$ cat src/rtl/pipe_pkg.sv
// rtl/pipe_pkg.sv - shared pipeline encodings for the execute stage
// Purpose: ALU operation codes and forward-select encodings used by ex_stage and alu.
// Ports: none (package).
package pipe_pkg;

  localparam logic [3:0] ALU_ADD = 4'h0;
  localparam logic [3:0] ALU_SUB = 4'h1;
  localparam logic [3:0] ALU_AND = 4'h2;
  localparam logic [3:0] ALU_OR  = 4'h3;
  localparam logic [3:0] ALU_XOR = 4'h4;
  localparam logic [3:0] ALU_NOR = 4'h5;
  localparam logic [3:0] ALU_SLT = 4'h6;
  localparam logic [3:0] ALU_SLL = 4'h7;
  localparam logic [3:0] ALU_SRL = 4'h8;
  localparam logic [3:0] ALU_SRA = 4'h9;
  localparam logic [3:0] ALU_LUI = 4'hA;

  localparam logic [1:0] FWD_RF    = 2'b00;
  localparam logic [1:0] FWD_EXMEM = 2'b01;
  localparam logic [1:0] FWD_MEMWB = 2'b10;

endpackage

$ cat src/rtl/alu.sv
// rtl/alu.sv - combinational 32-bit ALU for the execute stage
// Purpose: computes result, zero flag and signed-overflow flag from two operands.
// Ports:
//   a, b    in  32  operands
//   op      in  4   operation code (pipe_pkg ALU_*)
//   result  out 32  operation result (0 for undefined codes)
//   zero    out 1   result equals 0
//   ovf     out 1   signed overflow, ADD/SUB only
module alu
  import pipe_pkg::*;
(
  input  logic [31:0] a,
  input  logic [31:0] b,
  input  logic [3:0]  op,
  output logic [31:0] result,
  output logic        zero,
  output logic        ovf
);

  logic [31:0] sum;
  logic [31:0] diff;

  assign sum  = a + b;
  assign diff = a - b;

  always_comb begin
    result = 32'h0;
    ovf    = 1'b0;
    case (op)
      ALU_ADD: begin
        result = sum;
        // operands share a sign but the result does not
        ovf    = (a[31] == b[31]) && (sum[31] != a[31]);
      end
      ALU_SUB: begin
        result = diff;
        // operands differ in sign and the result took the sign of b
        ovf    = (a[31] != b[31]) && (diff[31] != a[31]);
      end
      ALU_AND: result = a & b;
      ALU_OR:  result = a | b;
      ALU_XOR: result = a ^ b;
      ALU_NOR: result = ~(a | b);
      ALU_SLT: result = {31'h0, ($signed(a) < $signed(b))};
      ALU_SLL: result = a << b[4:0];
      ALU_SRL: result = a >> b[4:0];
      ALU_SRA: result = $signed(a) >>> b[4:0];
      ALU_LUI: result = {b[15:0], 16'h0};
      default: result = 32'h0;
    endcase
  end

  assign zero = (result == 32'h0);

endmodule

$ cat src/rtl/ex_stage.sv
// rtl/ex_stage.sv - execute stage: operand forwarding muxes, ALU and EX/MEM register
// Purpose: selects forwarded operands, runs the ALU and registers results into EX/MEM.
// Ports:
//   clk, rst           in   clock, asynchronous active-low reset
//   stall, flush       in   hold / bubble the EX/MEM register (flush wins)
//   rs_val, rt_val     in   32  register-file operands
//   imm                in   32  sign-extended immediate
//   alu_src            in   1   B operand: 1 = imm, 0 = forwarded rt
//   alu_op             in   4   operation code
//   f_rs, f_rt         in   2   forward selects (00 rf, 01 EX/MEM, 10 wb_data, 11 rf)
//   wb_data            in   32  MEM/WB write-back value
//   id_wn, id_WB, id_M in   destination register and control bits
//   ex_result, ex_store, ex_wn, ex_WB, ex_M, ex_zero, ex_ovf  out  EX/MEM register
module ex_stage
  import pipe_pkg::*;
(
  input  logic        clk,
  input  logic        rst,
  input  logic        stall,
  input  logic        flush,
  input  logic [31:0] rs_val,
  input  logic [31:0] rt_val,
  input  logic [31:0] imm,
  input  logic        alu_src,
  input  logic [3:0]  alu_op,
  input  logic [1:0]  f_rs,
  input  logic [1:0]  f_rt,
  input  logic [31:0] wb_data,
  input  logic [4:0]  id_wn,
  input  logic [1:0]  id_WB,
  input  logic [1:0]  id_M,
  output logic [31:0] ex_result,
  output logic [31:0] ex_store,
  output logic [4:0]  ex_wn,
  output logic [1:0]  ex_WB,
  output logic [1:0]  ex_M,
  output logic        ex_zero,
  output logic        ex_ovf
);

  logic [31:0] op_a;
  logic [31:0] fwd_rt;
  logic [31:0] op_b;
  logic [31:0] alu_result;
  logic        alu_zero;
  logic        alu_ovf;

  // The EX/MEM source is this stage's own registered result, which is what
  // makes back-to-back dependent operations work. Select 11 falls back to rf.
  always_comb begin
    op_a = rs_val;
    case (f_rs)
      FWD_EXMEM: op_a = ex_result;
      FWD_MEMWB: op_a = wb_data;
      default:   op_a = rs_val;
    endcase
  end

  always_comb begin
    fwd_rt = rt_val;
    case (f_rt)
      FWD_EXMEM: fwd_rt = ex_result;
      FWD_MEMWB: fwd_rt = wb_data;
      default:   fwd_rt = rt_val;
    endcase
  end

  assign op_b = alu_src ? imm : fwd_rt;

  alu u_alu (
    .a      (op_a),
    .b      (op_b),
    .op     (alu_op),
    .result (alu_result),
    .zero   (alu_zero),
    .ovf    (alu_ovf)
  );

  always_ff @(posedge clk or negedge rst) begin
    if (!rst) begin
      ex_result <= 32'h0;
      ex_store  <= 32'h0;
      ex_wn     <= 5'h0;
      ex_WB     <= 2'h0;
      ex_M      <= 2'h0;
      ex_zero   <= 1'b0;
      ex_ovf    <= 1'b0;
    end else if (flush) begin
      ex_result <= 32'h0;
      ex_store  <= 32'h0;
      ex_wn     <= 5'h0;
      ex_WB     <= 2'h0;
      ex_M      <= 2'h0;
      ex_zero   <= 1'b0;
      ex_ovf    <= 1'b0;
    end else if (!stall) begin
      ex_result <= alu_result;
      ex_store  <= fwd_rt;
      ex_wn     <= id_wn;
      ex_WB     <= id_WB;
      ex_M      <= id_M;
      ex_zero   <= alu_zero;
      ex_ovf    <= alu_ovf;
    end
  end

endmodule

$ cat config.mk
export PLATFORM = sky130hd
export DESIGN_NAME = ex_stage
export DESIGN_NICKNAME = d
export VERILOG_FILES = /design/src/rtl/pipe_pkg.sv /design/src/rtl/alu.sv /design/src/rtl/ex_stage.sv
export SDC_FILE = /design/constraint.sdc
export NUM_CORES = 1
export LEC_CHECK = 0
export ABC_AREA = 1
export CAP_MARGIN = 15
export CORE_MARGIN = 2
export CORE_UTILIZATION = 52
export CTS_CLUSTER_DIAMETER = 80
export DETAILED_ROUTE_END_ITERATION = 8
export PLACE_DENSITY_LB_ADDON = 0.12
export SYNTH_ARGS = -nofsm -noshare
export SYNTH_HDL_FRONTEND = slang
export SYNTH_HIERARCHICAL = 1
export SYNTH_SLANG_ARGS = --single-unit
$ cat constraint.sdc
create_clock -name clk -period 3.5 [get_ports clk]
set_input_delay 0.7 -clock clk [delete_from_list [all_inputs] [get_ports clk]]
set_output_delay 0.7 -clock clk [all_outputs]
set_load 0.05 [all_outputs]
==> impl_results.md, run 1 <==
- Status: stopped before the end
- Failed at: global routing
- Err: [ERROR GRT-0232] Routing congestion too high. Check the congestion heatmap in the GUI.
- Routability cong.: 1.26
- Die Span Y: 176 um
- Clk buf depth: 2
- Horiz. Die Dim: 176 um
- IO Port Bufs: 224
- Area share of the largest cell type after synthesis: 0.292
- Syn avg cell area: 5.15 sq um
- H-Tree Depth: 3
- Largest net degree at the start of global routing: 76
- Initial Util: 0.524
- Async SR Flop Fraction: 1.00
- Seq cells post-synth: 75
- Remaining Overflow, GRT: 121
- Synth cell types: 43
- Top post-synthesis cells by area: nand2_1 29%, nand3_1 16%, dfrtp_1 12%
- Number of synthesis warnings: 6
- Synth area leader: nand2_1
- Sink Count: 75
- CTS root buffer: clkbuf_16
- Syn Inst Count: 2,991
- Seq/Total Area, Yosys: 0.122
- Net Count, Synth: 3,249
- FP Rows: 63
- Main synth FF type: dfrtp_1
- DP HPWL: 65,500 um
- EDFF count, synth: 0
- CTS buffer count: 9
- Ports: 225
- Total track usage: 0.698
- Post-DP Area: 0.0219 sq mm
- Synthesized area: 0.0154 sq mm
-- cells by family after synthesis --
family	share of synthesized area
AOI/OAI and AO/OA	0.0979
xor gates and xnor gates	0.00455
adders and majority gates	0.0887
buffers and inverters	0.131
DFF	0.122
and+or+nand+nor	0.556
-- what timing repair did --
item,CTS
hold buffers,0
buffers inserted,55
cloned,4
resized for setup,417
pin swaps,138
setup endpoints to repair,34
-- synth_stat cells (all sizes together) (16+ instances only) --
cell type,instances
nand3,502
nand4,27
nand2,1209
nor3,17
inv,340
o22ai,20
o211ai,16
a21oi,147
o21ai,69
nor2,268
clkbuf,29
buf,109
dfrtp,75
ha,106
-- metal layers --
layer / GRT overflow / GRT usage
met5: 0 / 0.300
met4: 47 / 0.681
met3: 3 / 0.504
met2: 70 / 0.895
met1: 1 / 0.696
-- per-stage QoR --
step	setup TNS [ns]	worst slack (ns)	instances	hold WS, ns	util
after detailed placement	-26.88	-1.33	3985	0.459	0.743
after global placement	-23.98	-1.19	3985	0.454	0.743
after CTS	0	0.00391	4059	0.475	0.821
after floorplan	0	0.00358	2991	0.404	-
==> inputs of run 2 (changes only) <==
- CORE_UTILIZATION: 52 -> 40
- CTS_CLUSTER_DIAMETER: 80 -> unset
- PLACE_DENSITY_LB_ADDON: 0.12 -> 0.15
- clock period: 3.5 -> 4.5 ns (I/O delays scaled with it)
==> run 2 against run 1 <==
Compared with the run above:
- the run now ends clean
- area after synthesis unchanged
- synthesized cell count unchanged
==> impl_results.md, run 2 <==
- Maxcap violations: 0
- Multi-input gate area: 0.0122 sq mm
- Antenna violations before repair: 0
- Post-Place Cells: 4,190
- H-Tree Depth: 3
- Max Clk Rate: 235 MHz
- First-pass GRT wire length: 139,000 um
- EDFF count, synth: 0
- Sink Count: 75
- Kind of critical path: in -> reg
- Routability cong.: 1.21
- Pwr Density: 289 mW/mm^2
- Max-slew violation count: 0
- DP HPWL: 78,500 um
- Drt first pass iters: 7
- Final setup fails: 0
- Worst Skew: 0.00928 ns
- RSZ-0062 raised after global routing: false
- Synth cell types: 43
- Startpoint types: input pin
- Initial Util: 0.407
- Setup_tns: 0 ns
- Horiz. Die Dim: 200 um
- Antenna viol nets, final: 0
- Seq/Total Area, Yosys: 0.122
- Clk buf depth: 2
- CTS tree: yes
- CTS buffer count: 9
- Net Count, Synth: 3,249
- Top post-synthesis cells by area: nand2_1 29%, nand3_1 16%, dfrtp_1 12%
- Vias: 24,300
- CP max FO: 11
- Die Area: 0.0401 sq mm
- N_diodes: 0
- Hold depth: 2
- Clock latency on the worst-skew pair: 0.36 ns
- IO Port Bufs: 224
- Area share of the largest cell type after synthesis: 0.292
- Largest net degree at the start of global routing: 56
- R2r worst-path depth: 27
- Non-Filler Instances: 4,212
- Most instantiated cells after synthesis: 1,197 x nand2_1, 501 x nand3_1, 311 x inv_1
- Die Span Y: 200 um
- Remaining Overflow, GRT: 0
- Worst rel slew slack: 0.379
- Arrival time of the worst setup path: 4.56 ns
- Pin slew with the least headroom to its limit: 0.930 ns
- Reg area: 0.00188 sq mm
- CP Capture Type: flip-flop
- Registers with the most flip-flops: ex_result: 32 flops, ex_store: 32 flops, ex_wn: 5 flops
- CTS clk-pin slew, worst paths: 0.06 ns
- Peak VDD IR: 0.145 mV
- DR vias/cell: 5.76
- Synth-to-Final Area Change: 52.1%
- Wire per inst: 22.8 um
- Status: finished, final reports clean
- Async SR Flop Fraction: 1.00
- Filler Cell Count: 3,724
- Hold Crit Class: reg -> reg
- Ports: 225
- Total track usage: 0.457
- Share of cells above drive strength 1: 0.223
- Fin crit share: 0.947
- Most common cell after layout, fill and taps aside: nand2_1
- Syn avg cell area: 5.15 sq um
- P_leak: 12.7 nW
- Req. time, crit path: 4.80 ns
- Final min period: 4.26 ns
- Tot Pwr: 6.76 mW
- Final Hold Viols: 0
- Core ar.: 0.0378 sq mm
- CTS root buffer: clkbuf_16
- Synthesized area: 0.0154 sq mm
- DRC viols: 0
- Vias in the first global route: 22,600
- Syn Inst Count: 2,991
- FP Rows: 71
- Seq cells post-synth: 75
- Synth area leader: nand2_1
- Fin util: 0.619
- Initial drt markers: 3,203
- Post-Route WL: 96,200 um
- Count leader, synth: nand2_1
- Main synth FF type: dfrtp_1
- Fin nets: 3,954
- Number of synthesis warnings: 6
- Most frequent cells in the layout: 1,163 x nand2_1, 582 x buf_4, 481 x nand3_1
==> run 2: cell counts after synthesis <==
Identical to the previous run, type by type.
==> run 2: cell type report <==
cell class | instances | share of cell area
multi-input combinational | 2435 | 0.519
timing repair buffer | 832 | 0.304
sequential | 75 | 0.0801
inverter | 343 | 0.0554
tap | 511 | 0.0273
clock buffer | 10 | 0.0102
clock inverter | 6 | 0.00374
==> run 2: final timing paths <==
| path | startpoint | endpoint | slack [ns] |
|---|---|---|---|
| max reg2reg | ex_result[15] | ex_zero | 0.88 |
| max in group asynchronous | rst | ex_store[24] | 3.05 |
| min | ex_wn[3] | ex_wn[3] | 0.48 |
| max | f_rs[0] | ex_zero | 0.24 |
| min reg2reg | ex_wn[3] | ex_wn[3] | 0.48 |
| min in group asynchronous | rst | ex_store[1] | 0.58 |
==> run 2: cell families after synthesis <==
| kind of cell | share of synthesized area |
|---|---|
| and+or+nand+nor | 0.556 |
| AOI/OAI and AO/OA | 0.0979 |
| DFF | 0.122 |
| adders and majority gates | 0.0887 |
| buffers and inverters | 0.131 |
| xor gates and xnor gates | 0.00455 |
==> run 2: what timing repair did <==
item	4_1_cts	5_1_grt
hold buffers	0	0
gates cloned	0	2
endpoints found under the setup margin	8	20
gates resized for setup	41	132
buffers inserted	2	2
pin swaps	4	13
==> run 2: report_power, final <==
group          switching (mW)  total (mW)  internal (mW)
logic                    3.13        5.16           2.03
clock network           0.325       0.827          0.502
registers              0.0513       0.775          0.724
==> run 2: worst max-delay path, stage by stage <==
cell      delay, ns
clkbuf_2       0.13
inv_1          0.09
ha_4           0.26
inv_2          0.11
buf_12         0.14
nor2_1         0.08
a21oi_1        0.15
buf_4          0.19
inv_1          0.10
buf_4          0.16
fa_2           0.43
nor2_2         0.15
nand2_1        0.08
nand2_1        0.12
nand2_1        0.10
nand2_4        0.11
nand2_1        0.07
nand2_1        0.13
nand2_1        0.07
nand3_1        0.07
nand4_1        0.23
nor2_1         0.20
nand3_1        0.08
nor2_1         0.09
nand2_1        0.08
nor2_2         0.08
nand2_1        0.05
nand2_1        0.08
==> run 2: routing by layer <==
layer | GRT usage | wire length (um) | vias to the layer above
li1 | - | - | 10900
met1 | 0.557 | 35600 | 11100
met2 | 0.715 | 40600 | 1747
met3 | 0.114 | 11800 | 466
met4 | 0.300 | 8260 | 0
met5 | 0 | 0 | -
==> run 2: per-stage QoR <==
stage | cell area [sq um] | setup WS [ns] | hold WS (ns)
2_1_floorplan | 15400 | 0.100 | 0.604
3_5_place_dp | 22300 | -0.797 | 0.461
6_report | 23400 | 0.240 | 0.477
4_1_cts | 22800 | 0.00204 | 0.476
5_1_grt | 23400 | 0.126 | 0.506
3_3_place_gp | 22300 | -0.743 | 0.452
No activity file was read; power rests on OpenSTA's default activity.
